$ cat config.mk
export PLATFORM = sky130hd
export DESIGN_NAME = stepper_phase_sequencer_flat
export DESIGN_NICKNAME = d
export VERILOG_FILES = /design/src/rtl/stepper_phase_sequencer_if.sv /design/src/rtl/stepper_phase_sequencer.sv /design/src/flat_wrapper.sv
export SDC_FILE = /design/constraint.sdc
export NUM_CORES = 1
export LEC_CHECK = 0
export CAP_MARGIN = 20
export CORE_UTILIZATION = 61
export CTS_BUF_LIST = sky130_fd_sc_hd__clkbuf_8
export CTS_CLUSTER_DIAMETER = 60
export DETAILED_ROUTE_END_ITERATION = 10
export PLACE_DENSITY = 0.88
export SETUP_SLACK_MARGIN = 0.3
export SLEW_MARGIN = 20
export SYNTH_ARGS = -nofsm -noshare
export SYNTH_HDL_FRONTEND = slang
export SYNTH_SLANG_ARGS = --single-unit
$ cat constraint.sdc
create_clock -name clk -period 5.7 [get_ports clk]
set_input_delay 1.425 -clock clk [delete_from_list [all_inputs] [get_ports clk]]
set_output_delay 1.425 -clock clk [all_outputs]
set_load 0.005 [all_outputs]
$ cat src/rtl/stepper_phase_sequencer_if.sv
// ============================================================================
//  Module   : stepper_phase_sequencer_if
//  Brief    : Command/status bundle between step-rate logic, controller and
//             the stepper phase sequencer.
//  Revision : 1.0 - initial release
// ============================================================================
`default_nettype none

interface stepper_phase_sequencer_if #(
    parameter int STEP_W = 32,
    parameter int POS_W  = 32
);
    logic              step_tick;
    logic              start;
    logic              abort;
    logic              dir;
    logic              half_step;
    logic [STEP_W-1:0] num_steps;
    logic [3:0]        coils;
    logic              busy;
    logic              done;
    logic [POS_W-1:0]  position;

    modport master (
        output step_tick, start, abort, dir, half_step, num_steps,
        input  coils, busy, done, position
    );

    modport slave (
        input  step_tick, start, abort, dir, half_step, num_steps,
        output coils, busy, done, position
    );
endinterface

`default_nettype wire

$ cat src/rtl/stepper_phase_sequencer.sv
// ============================================================================
//  Module   : stepper_phase_sequencer
//  Brief    : Full/half-step coil phase sequencer with step count, direction
//             and absolute position tracking.
//  Revision : 1.0 - initial release
// ============================================================================
`default_nettype none

module stepper_phase_sequencer #(
    parameter bit HOLD_TORQUE = 1'b1,
    parameter int STEP_W      = 32,
    parameter int POS_W       = 32
) (
    input  wire logic                 clk,
    input  wire logic                 rst,
    stepper_phase_sequencer_if.slave  bus
);

    typedef enum logic [1:0] {
        S_IDLE = 2'd0,
        S_RUN  = 2'd1,
        S_DONE = 2'd2
    } state_t;

    state_t            state;
    logic [2:0]        phase_idx;
    logic [STEP_W-1:0] remaining;
    logic              dir_lat;
    logic              half_lat;
    logic [3:0]        coils_q;
    logic              busy_q;
    logic              done_q;
    logic [POS_W-1:0]  pos_q;

    logic [2:0]        step_size;
    logic [2:0]        next_idx;
    logic [3:0]        idle_coils;
    logic [3:0]        final_coils;

    function automatic logic [3:0] phase_pattern(input logic [2:0] idx);
        case (idx)
            3'd0:    phase_pattern = 4'b1000;
            3'd1:    phase_pattern = 4'b1100;
            3'd2:    phase_pattern = 4'b0100;
            3'd3:    phase_pattern = 4'b0110;
            3'd4:    phase_pattern = 4'b0010;
            3'd5:    phase_pattern = 4'b0011;
            3'd6:    phase_pattern = 4'b0001;
            default: phase_pattern = 4'b1001;
        endcase
    endfunction

    // Full-step from an even (single-coil) index moves by one to reach a
    // two-coil pattern; after that it strides by two. 3-bit index wraps mod 8.
    always_comb begin
        step_size   = (!half_lat && phase_idx[0]) ? 3'd2 : 3'd1;
        next_idx    = dir_lat ? (phase_idx + step_size) : (phase_idx - step_size);
        idle_coils  = HOLD_TORQUE ? phase_pattern(phase_idx) : 4'b0000;
        final_coils = HOLD_TORQUE ? phase_pattern(next_idx)  : 4'b0000;
    end

    always_ff @(posedge clk or posedge rst) begin
        if (rst) begin
            state     <= S_IDLE;
            phase_idx <= 3'd0;
            remaining <= '0;
            dir_lat   <= 1'b0;
            half_lat  <= 1'b0;
            coils_q   <= 4'b0000;
            busy_q    <= 1'b0;
            done_q    <= 1'b0;
            pos_q     <= '0;
        end else begin
            case (state)
                S_IDLE: begin
                    done_q <= 1'b0;
                    if (bus.start) begin
                        dir_lat   <= bus.dir;
                        half_lat  <= bus.half_step;
                        remaining <= bus.num_steps;
                        if (bus.num_steps == '0) begin
                            state   <= S_DONE;
                            done_q  <= 1'b1;
                            busy_q  <= 1'b0;
                            coils_q <= idle_coils;
                        end else begin
                            state   <= S_RUN;
                            busy_q  <= 1'b1;
                            coils_q <= phase_pattern(phase_idx);
                        end
                    end else begin
                        coils_q <= idle_coils;
                    end
                end

                S_RUN: begin
                    // Abort wins over a coincident tick: that step is dropped.
                    if (bus.abort) begin
                        state     <= S_IDLE;
                        busy_q    <= 1'b0;
                        remaining <= '0;
                        coils_q   <= idle_coils;
                    end else if (bus.step_tick) begin
                        phase_idx <= next_idx;
                        pos_q     <= dir_lat ? (pos_q + POS_W'(1)) : (pos_q - POS_W'(1));
                        remaining <= remaining - STEP_W'(1);
                        if (remaining == STEP_W'(1)) begin
                            state   <= S_DONE;
                            busy_q  <= 1'b0;
                            done_q  <= 1'b1;
                            coils_q <= final_coils;
                        end else begin
                            coils_q <= phase_pattern(next_idx);
                        end
                    end
                end

                S_DONE: begin
                    state   <= S_IDLE;
                    done_q  <= 1'b0;
                    coils_q <= idle_coils;
                end

                default: begin
                    state   <= S_IDLE;
                    busy_q  <= 1'b0;
                    done_q  <= 1'b0;
                    coils_q <= idle_coils;
                end
            endcase
        end
    end

    assign bus.coils    = coils_q;
    assign bus.busy     = busy_q;
    assign bus.done     = done_q;
    assign bus.position = pos_q;

endmodule

`default_nettype wire

$ cat src/flat_wrapper.sv
// flat-port wrapper written by rule: the top's interface ports become plain ports
module stepper_phase_sequencer_flat 
#(
    parameter bit HOLD_TORQUE = 1'b1,
    parameter int STEP_W      = 32,
    parameter int POS_W       = 32
)
  (clk, rst, bus_step_tick, bus_start, bus_abort, bus_dir, bus_half_step, bus_num_steps, bus_coils, bus_busy, bus_done, bus_position);
  stepper_phase_sequencer_if #(.STEP_W(STEP_W), .POS_W(POS_W)) bus_i ();
  input  wire logic clk;
  input  wire logic rst;
  input wire logic [$bits(bus_i.step_tick)-1:0] bus_step_tick;
  input wire logic [$bits(bus_i.start)-1:0] bus_start;
  input wire logic [$bits(bus_i.abort)-1:0] bus_abort;
  input wire logic [$bits(bus_i.dir)-1:0] bus_dir;
  input wire logic [$bits(bus_i.half_step)-1:0] bus_half_step;
  input wire logic [$bits(bus_i.num_steps)-1:0] bus_num_steps;
  output wire logic [$bits(bus_i.coils)-1:0] bus_coils;
  output wire logic [$bits(bus_i.busy)-1:0] bus_busy;
  output wire logic [$bits(bus_i.done)-1:0] bus_done;
  output wire logic [$bits(bus_i.position)-1:0] bus_position;
  assign bus_i.step_tick = bus_step_tick;
  assign bus_i.start = bus_start;
  assign bus_i.abort = bus_abort;
  assign bus_i.dir = bus_dir;
  assign bus_i.half_step = bus_half_step;
  assign bus_i.num_steps = bus_num_steps;
  assign bus_coils = bus_i.coils;
  assign bus_busy = bus_i.busy;
  assign bus_done = bus_i.done;
  assign bus_position = bus_i.position;
  stepper_phase_sequencer #(.HOLD_TORQUE(HOLD_TORQUE), .STEP_W(STEP_W), .POS_W(POS_W)) u_core (.clk(clk), .rst(rst), .bus(bus_i));
endmodule
==> results.toml, run 1 <==
[run_status]
outcome = "finished clean"

[detailed_routing]
vias = 5168
initialDrtViolationCount = 357
viasPerCell = 6.39
first_pass_iters = 5
postRouteAntennaNets = 0
wl_per_cell_um = 17.1
drt-total-wl_um = 13900
drc = 0

[grt]
grt_max_degree = 49
grt_pass1_vias = 4886
grt_pass1_wl_um = 22500
overflow = 0
antenna_found_initial = 0
track_usage = 0.315

[clock_network]
cts_setup_buffers = 0
cts_tree = "yes"
cts-resized-gates = 0
htree_levels = 3
path_clk_slew_ns = 0.09
clock_sinks = 77
cts_root_buf = "clkbuf_8"
hold_buffers = 0
cts_buffer_depth = 2
clk_latency_ns = 0.36
cts_made_buffers = 9

[layout]
stdcell_count = 809
final_cell_mix = "nand2_1, dfrtp_1, clkdlybuf4s50_1"
final_common_cell = "nand2_1"
nets = 773
synthToLayoutAreaGrowth_pct = 19.9
drive_gt1_frac = 0.0540
n_antenna_cell = 0

[die]
fp.dieH_um = 95.5
dieArea_um2 = 9120
start_util = 0.639
std_cell_rows = 33
design.portCount = 77
die_x_um = 95.5
coreArea_um2 = 8340

[place]
port_buffers = 76
gp_congestion = 0.904
dp_hpwl_um = 9930
dp.cells = 792
dp_slack_ns = 1.58

[timing]
tightestPinTransition_ns = 0.991
slew_headroom = 0.335
slew_violations = 0
fmaxAchievable_mhz = 253
layout_setup_ws_ns = 1.75
fin_crit_sh = 0.693
setup_viol = 0
rsz0062_at_grt = "no"
clock_skew_ns = 0.0130
hold_violations = 0
setup_tns_ns = 0
post-route-min-period_ns = 3.95

[critical_path]
crit_chain = "inv_1 -> buf_8 -> ha_1 -> a21o_1 -> a21oi_1 -> a2111oi_0 -> nor3_1 -> o31ai_1 -> a2111oi_0 -> a211oi_1 -> xnor2_1 -> o21ai_1"
end_kind = "register"
cp_data_required_time_ns = 5.92
worst-setup-path-type = "reg -> reg"
critPathMaxStageDelay_ns = 0.69
crit_slowest_cell = "a2111oi_0"
reg2reg_from = "u_core.dir_lat"
critPathBufInv = 2
startpoint_type = "register"
worstSetupStartpoint = "u_core.dir_lat"
cp_common_cell = "a2111oi_0"
arrival_ns = 4.17
cpLargestDelayFamily = "compound AO/OA/AOI/OAI gates"
cp_max_fo = 23

[yosys]
yosys_most_used_dff = "dfrtp_1"
synth_edf_count = 0
synth_xor_area_frac = 0.0526
synth_cells = 636
synth-adder-area-share = 0.0849
ys_seq_area_frac = 0.361
synthesis.area_um2 = 5330
synth-simple-area-share = 0.187
muxShareOfSynthArea = 0.0145
synth_top_family_by_area = "compound AO/OA/AOI/OAI gates"
syn_area_per_cell_um2 = 8.38
synth_compound_area_frac = 0.268
ys_ff_latch = 77
yosys_warnings = 0
syn_nets = 710
yosysUniqueCellTypes = 63
synthArstFlopShare = 1.00

[power]
peakVddDrop_v = 0.000397
power.leakage_nw = 2.73
powerDensity_nw_per_um2 = 652

[hold_path]
min-delay-start = "u_core.bus.position[31]"
hold_class = "reg -> reg"

[flow_run]
cap_violations = 0
[stage by stage]
| step | instance area (µm²) | hold slack [ns] | utilization | power, W |
|---|---|---|---|---|
| final | 6390 | 0.497 | 0.767 | 0.00417 |
| after global routing | 6390 | 0.509 | 0.767 | 0.00452 |
| after CTS | 6380 | 0.495 | 0.765 | 0.00412 |
| after detailed placement | 6150 | 0.485 | 0.737 | 0.00360 |
| after global placement | 6150 | 0.467 | 0.737 | 0.00348 |
| after floorplan | 5330 | 0.448 | - | 0.00287 |
[state kept, by name, summed over array words and instances (netlist names)]
name and cells:
u_core.bus.position 32, u_core.remaining 32, u_core.bus.coils 4, u_core.phase_idx 3
u_core.state 2, u_core.bus.busy 1, u_core.bus.done 1, u_core.dir_lat 1
u_core.half_lat 1
[area by class of cell]
class / count / area [µm²]
fill: 604 / 1950
clock buffer: 10 / 138
tap: 105 / 131
inverter: 14 / 53.8
timing repair buffer: 81 / 806
clock inverter: 6 / 93.8
multi-input combinational: 516 / 3250
sequential: 77 / 1930
[path summary, 6_finish.rpt]
check / cells past startpoint / to / slack (ns)
worst max-delay path: 12 / u_core.bus.position[29] / 1.75
worst min-delay path: 1 / u_core.bus.position[31] / 0.50
worst max register to register: 12 / u_core.bus.position[29] / 1.75
worst min register to register: 1 / u_core.bus.position[31] / 0.50
max in group asynchronous: 3 / u_core.remaining[21] / 3.26
min in group asynchronous: 2 / u_core.state[0] / 1.50
[cell usage after synthesis, types with 3 or more instances]
cell type / count / area share
a211oi_1: 7 / 0.0099
a21o_1: 12 / 0.017
a21oi_1: 54 / 0.051
a22oi_1: 8 / 0.011
a31oi_1: 4 / 0.0047
a32oi_1: 10 / 0.016
and2_1: 3 / 0.0035
and3_1: 3 / 0.0035
buf_2: 3 / 0.0028
clkbuf_1: 24 / 0.017
dfrtp_1: 77 / 0.36
ha_1: 33 / 0.077
inv_1: 14 / 0.0099
mux2_2: 6 / 0.013
nand2_1: 82 / 0.058
nand2b_1: 3 / 0.0035
nand3_1: 10 / 0.0094
nand4_1: 7 / 0.0082
nor2_1: 32 / 0.023
nor2b_1: 7 / 0.0082
nor3_1: 19 / 0.018
nor4_1: 13 / 0.015
o211ai_1: 3 / 0.0042
o21ai_0: 54 / 0.051
o21ai_1: 52 / 0.049
o21bai_1: 5 / 0.0070
o22ai_1: 4 / 0.0047
o31ai_1: 5 / 0.0070
or3_1: 6 / 0.0070
xnor2_1: 20 / 0.033
xor2_1: 12 / 0.020
[where the power goes]
group          internal [W]  switching (W)  total, W
Clock              0.000263       0.000229  0.000492
Sequential         0.000801       0.000264   0.00107
Combinational       0.00116        0.00146   0.00261
Total               0.00222        0.00195   0.00417
[logic make-up after synthesis]
| logic type | Yosys count |
|---|---|
| mux | 7 |
| buf+inv | 43 |
| flops | 77 |
| simple gates | 202 |
| compound gates | 240 |
| fa+ha+maj | 35 |
| xor+xnor | 32 |
[metal layers]
metal	GRT usage	routed length, µm	vias to the layer above
li1	-	-	2482
met1	0.404	5730	2402
met2	0.537	6730	243
met3	0.0439	958	41
met4	0.123	441	0
met5	0	0	-
(Power assumes the default switching activity.)
==> run 2, diff against run 1 <==
--- a/config.mk
+++ b/config.mk
@@ -6,11 +6,11 @@
 export NUM_CORES = 1
 export LEC_CHECK = 0
 export CAP_MARGIN = 20
-export CORE_UTILIZATION = 61
+export CORE_UTILIZATION = 57
 export CTS_BUF_LIST = sky130_fd_sc_hd__clkbuf_8
 export CTS_CLUSTER_DIAMETER = 60
 export DETAILED_ROUTE_END_ITERATION = 10
-export PLACE_DENSITY = 0.88
+export PLACE_DENSITY = 0.83
 export SETUP_SLACK_MARGIN = 0.3
 export SLEW_MARGIN = 20
 export SYNTH_ARGS = -nofsm -noshare
==> constraint.sdc (replaced) <==
create_clock -name clk -period 4.1 [get_ports clk]
set_input_delay 1.025 -clock clk [delete_from_list [all_inputs] [get_ports clk]]
set_output_delay 1.025 -clock clk [all_outputs]
set_load 0.005 [all_outputs]
==> run 2 against run 1 <==
Net effect:
- combinational power rose by 42%
- register-to-register slack lost 1.2 ns
- clock power is 4% higher
- critical endpoint is now u_core.bus.position[30]
- sequential power grew 39%
- largest cell class unchanged
- critical path depth did not move
- first-iteration DRC count shrank 6.7%
- cell count rose by 1.2%
==> results.toml, run 2 (same netlist as run 1, synthesis figures left out) <==
[timing]
fin_crit_sh = 0.857
tightestPinTransition_ns = 1.10
hold_violations = 0
slew_headroom = 0.268
setup_viol = 0
fmaxAchievable_mhz = 285
setup_tns_ns = 0
slew_violations = 0
post-route-min-period_ns = 3.51
hold_slack_ns = 0.491
rsz0062_at_grt = "no"
clock_skew_ns = 0.00866

[critical_path]
worstReg2RegEnd = "u_core.bus.position[30]"
arrival_ns = 3.73
reg2reg_from = "u_core.dir_lat"
cpLargestDelayFamily = "compound AO/OA/AOI/OAI gates"
endpoint = "u_core.bus.position[30]"
cp_data_required_time_ns = 4.32
crit_chain = "clkinvlp_4 -> buf_4 -> fa_1 -> a211oi_1 -> o21bai_1 -> a311oi_1 -> o31ai_1 -> a31o_2 -> a31oi_1 -> o21ai_1 -> xnor2_1 -> o21ai_1"
worst-setup-path-type = "reg -> reg"
r2r_cells = 12
critPathMaxStageDelay_ns = 0.52
crit_slowest_cell = "dfrtp_2"
worstSetupStartpoint = "u_core.dir_lat"
end_kind = "register"
critPathBufInv = 2
path_depth = 12
startpoint_type = "register"
cp_common_cell = "o21ai_1"
r2r_slack_ns = 0.59
cp_max_fo = 11

[clock_network]
cts_buffer_depth = 2
clk_latency_ns = 0.35
path_clk_slew_ns = 0.08
hold_buffers = 0
cts_made_buffers = 9
cts_root_buf = "clkbuf_8"
cts_tree = "yes"
clock_sinks = 77
htree_levels = 3

[detailed_routing]
drc = 0
viasPerCell = 6.29
initialDrtViolationCount = 333
postRouteAntennaNets = 0
first_pass_iters = 5
wl_per_cell_um = 17.3
drt-total-wl_um = 14200
vias = 5151

[power]
power_switching_w = 0.00272
peakVddDrop_v = 0.000605
combPwrFrac = 0.649
powerDensity_nw_per_um2 = 893
swShare = 0.477
power.leakage_nw = 2.73
p_int_w = 0.00299
pwr-share-clk = 0.089
seqPwrFrac = 0.261

[grt]
globalRouteMet3Util = 0.0468
gr-usage-met2 = 0.486
antenna_found_initial = 0
grt_pass1_vias = 5078
overflow = 0
grt_max_degree = 60
grt-busiest-layer = "met2"
track_usage = 0.302
grt_pass1_wl_um = 23600
met1_usage = 0.410

[layout]
synthToLayoutAreaGrowth_pct = 19.8
n_antenna_cell = 0
final_common_cell = "nand2_1"
nets = 782
drive_gt1_frac = 0.0647
final_cell_mix = "nand2_1, clkdlybuf4s50_1, dfrtp_1"
postLayoutCoreUtil = 0.719

[die]
fp.dieH_um = 98.7
start_util = 0.600
std_cell_rows = 34
coreArea_um2 = 8890
die_x_um = 98.7
design.portCount = 77
dieArea_um2 = 9750

[run_status]
outcome = "finished clean"

[place]
port_buffers = 76
gp_congestion = 0.937
dp_hpwl_um = 10200

[flow_run]
cap_violations = 0

[hold_path]
hold_class = "reg -> reg"
[run 2: cell types whose count changed in the layout (fill, tap and decap cells not counted), sizes merged]
cell	previous run	this run
clkinv	2	3
clkinvlp	1	3
buf	5	13
inv	15	13
bufinv	2	0
[run 2: layer usage]
metal	vias up	share of wire
met2	199	0.47
met3	30	0.060
met4	0	0.020
met1	2424	0.45
met5	-	0
li1	2498	-
[run 2: repair_timing]
item | 4_1_cts | 5_1_grt
buffers inserted | 0 | 1
hold endpoints to repair | 0 | 0
gates resized for setup | 0 | 3
setup endpoints to repair | 0 | 7
[run 2: layout make-up]
type	instances	area, µm²
fillers	696	2500
repair inverters	1	7.51
multi-input cells	516	3240
clock inverters	4	26.3
repair buffers	89	858
clock buffers	10	138
flip-flops and latches	77	1930
inverters	14	56.3
well taps	108	135
[run 2: through the flow]
step	setup WS (ns)	std cells	instance area [µm²]	total power [W]
2_1_floorplan	0.726	636	5330	0.00398
3_3_place_gp	0.577	803	6210	0.00495
3_5_place_dp	0.422	803	6210	0.00509
4_1_cts	0.412	817	6370	0.00563
5_1_grt	0.298	819	6390	0.00619
6_report	0.586	819	6390	0.00571
[run 2: worst min-delay path by stage]
stage	startpoint	endpoint	slack, ns	depth (start not counted)
2_1_floorplan	u_core.remaining[13]	u_core.remaining[13]	0.45	2
6_report	u_core.bus.position[31]	u_core.bus.position[31]	0.49	1
3_5_place_dp	u_core.remaining[13]	u_core.remaining[13]	0.48	2
5_1_grt	u_core.bus.position[31]	u_core.bus.position[31]	0.51	1
4_1_cts	u_core.bus.position[31]	u_core.bus.position[31]	0.49	1
3_3_place_gp	u_core.remaining[13]	u_core.remaining[13]	0.46	2
[run 2: power groups by stage]
stage	sequential, W	combinational [W]	clock, W
floorplan	0.00140	0.00259	0
global route	0.00155	0.00410	0.000543
detailed placement	0.00148	0.00360	0
global placement	0.00147	0.00348	0
CTS	0.00148	0.00363	0.000520
finish	0.00149	0.00371	0.000511
==> run 3, diff against run 2 <==
--- a/config.mk
+++ b/config.mk
@@ -6,11 +6,12 @@
 export NUM_CORES = 1
 export LEC_CHECK = 0
 export CAP_MARGIN = 20
-export CORE_UTILIZATION = 57
+export CORE_UTILIZATION = 65
 export CTS_BUF_LIST = sky130_fd_sc_hd__clkbuf_8
 export CTS_CLUSTER_DIAMETER = 60
 export DETAILED_ROUTE_END_ITERATION = 10
-export PLACE_DENSITY = 0.83
+export DONT_BUFFER_PORTS = 1
+export PLACE_DENSITY = 0.81
 export SETUP_SLACK_MARGIN = 0.3
 export SLEW_MARGIN = 20
 export SYNTH_ARGS = -nofsm -noshare
==> run 3 against run 2 <==
Net effect:
- via count down 6.2%
- clock power is 29% higher
- sequential power hardly changed
- maximum frequency increased by 1.5%
- utilization about the same
- power is 5.5% lower
- largest power group unchanged
==> results.toml, run 3 (same netlist as run 1, synthesis figures left out) <==
[run_status]
outcome = "finished clean"

[grt]
antenna_found_initial = 0
track_usage = 0.308
overflow = 0
grt_pass1_wl_um = 21000
grt_pass1_vias = 4575
grt_max_degree = 77

[critical_path]
startpoint_type = "register"
cpLargestDelayFamily = "compound AO/OA/AOI/OAI gates"
crit_chain = "inv_1 -> buf_4 -> ha_1 -> a21oi_1 -> o21ai_1 -> or3b_1 -> nor3_1 -> o31ai_1 -> buf_4 -> a2111oi_1 -> a211oi_1 -> xnor2_1 -> o21ai_1"
cp_data_required_time_ns = 4.34
worst-setup-path-type = "reg -> reg"
crit_slowest_cell = "dfrtp_1"
cp_max_fo = 11
end_kind = "register"
r2r_slack_ns = 0.64
arrival_ns = 3.70
critPathMaxStageDelay_ns = 0.38
critPathBufInv = 3

[clock_network]
cts_made_buffers = 9
hold_buffers = 0
cts_tree = "yes"
clk_latency_ns = 0.36
path_clk_slew_ns = 0.09
cts_root_buf = "clkbuf_8"
cts-resized-gates = 0
cts_buffer_depth = 2
htree_levels = 3
clock_sinks = 77
cts_setup_buffers = 0

[power]
power_w = 0.00539
powerDensity_nw_per_um2 = 956
peakVddDrop_v = 0.000563
power.leakage_nw = 2.45

[place]
dp_hpwl_um = 9140
port_buffers = 0
gp_congestion = 0.906
dp.cells = 717

[die]
die_x_um = 92.6
std_cell_rows = 32
design.portCount = 77
coreArea_um2 = 7850
start_util = 0.680
dieArea_um2 = 8570
fp.dieH_um = 92.6

[layout]
final_common_cell = "nand2_1"
n_antenna_cell = 0
synthToLayoutAreaGrowth_pct = 5.77
stdcell_count = 733
nets = 700
final_cell_mix = "nand2_1, dfrtp_1, o21ai_0, a21oi_1, o21ai_1"
drive_gt1_frac = 0.0666

[flow_run]
cap_violations = 0

[timing]
hold_violations = 0
clock_skew_ns = 0.00827
setup_tns_ns = 0
slew_headroom = 0.351
post-route-min-period_ns = 3.46
setup_viol = 0
rsz0062_at_grt = "no"
tightestPinTransition_ns = 0.968
fin_crit_sh = 0.844
slew_violations = 0
fmaxAchievable_mhz = 289

[detailed_routing]
first_pass_iters = 5
drc = 0
viasPerCell = 6.59
routed-wl-met3_um = 927
drt-total-wl_um = 12900
vias = 4831
top_layer = "met4"
initialDrtViolationCount = 235
wl_met2_um = 6370
wl_met1_um = 5370
wl_per_cell_um = 17.6
postRouteAntennaNets = 0

[hold_path]
hold_class = "in -> async"
## run 3: stage by stage
stage / cell area (µm²) / hold slack, ns / worst slack (ns) / util
3_5_place_dp: 5420 / 0.476 / 0.662 / 0.690
2_1_floorplan: 5330 / 0.448 / 0.726 / -
6_report: 5640 / 0.374 / 0.638 / 0.719
4_1_cts: 5640 / 0.367 / 0.661 / 0.719
3_3_place_gp: 5420 / 0.467 / 0.854 / 0.690
5_1_grt: 5640 / 0.367 / 0.367 / 0.719
## run 3: layout make-up
cell class / count / area (µm²)
Multi-Input combinational cell: 516 / 3250
Fill cell: 643 / 2210
Sequential cell: 77 / 1930
Clock buffer: 10 / 138
Tap cell: 102 / 128
Clock inverter: 6 / 86.3
Timing Repair Buffer: 8 / 60.1
Inverter: 14 / 52.6
## run 3: worst reg2reg max path, cell delays in order, from the launching register on
cell and delay [ns]:
dfrtp_1 0.38, inv_1 0.25, buf_4 0.26, ha_1 0.32, a21oi_1 0.23, o21ai_1 0.15, or3b_1 0.37, nor3_1 0.37
o31ai_1 0.15, buf_4 0.17, a2111oi_1 0.37, a211oi_1 0.11, xnor2_1 0.15, o21ai_1 0.08
## run 3: metal layers
layer  up-vias  global-route usage
met4         0               0.108
met1      2254               0.403
met2       227               0.522
met3        25              0.0435
met5         -                   0
li1       2325                   -
## run 3: power by group
| group | total (W) | switching [W] | internal, W |
|---|---|---|---|
| Clock | 0.000658 | 0.000300 | 0.000358 |
| Combinational | 0.00323 | 0.00191 | 0.00133 |
| Sequential | 0.00150 | 0.000390 | 0.00111 |
## run 3: worst paths after layout
kind | start | endpoint | depth (start not counted)
hold reg to reg | u_core.remaining[13] | u_core.remaining[13] | 2
setup / recovery | u_core.dir_lat | u_core.bus.position[29] | 13
hold / removal | rst | u_core.bus.busy | 1
setup reg to reg | u_core.dir_lat | u_core.bus.position[29] | 13
min in group clk | u_core.remaining[13] | u_core.remaining[13] | 2
max in group asynchronous | rst | u_core.bus.position[12] | 2
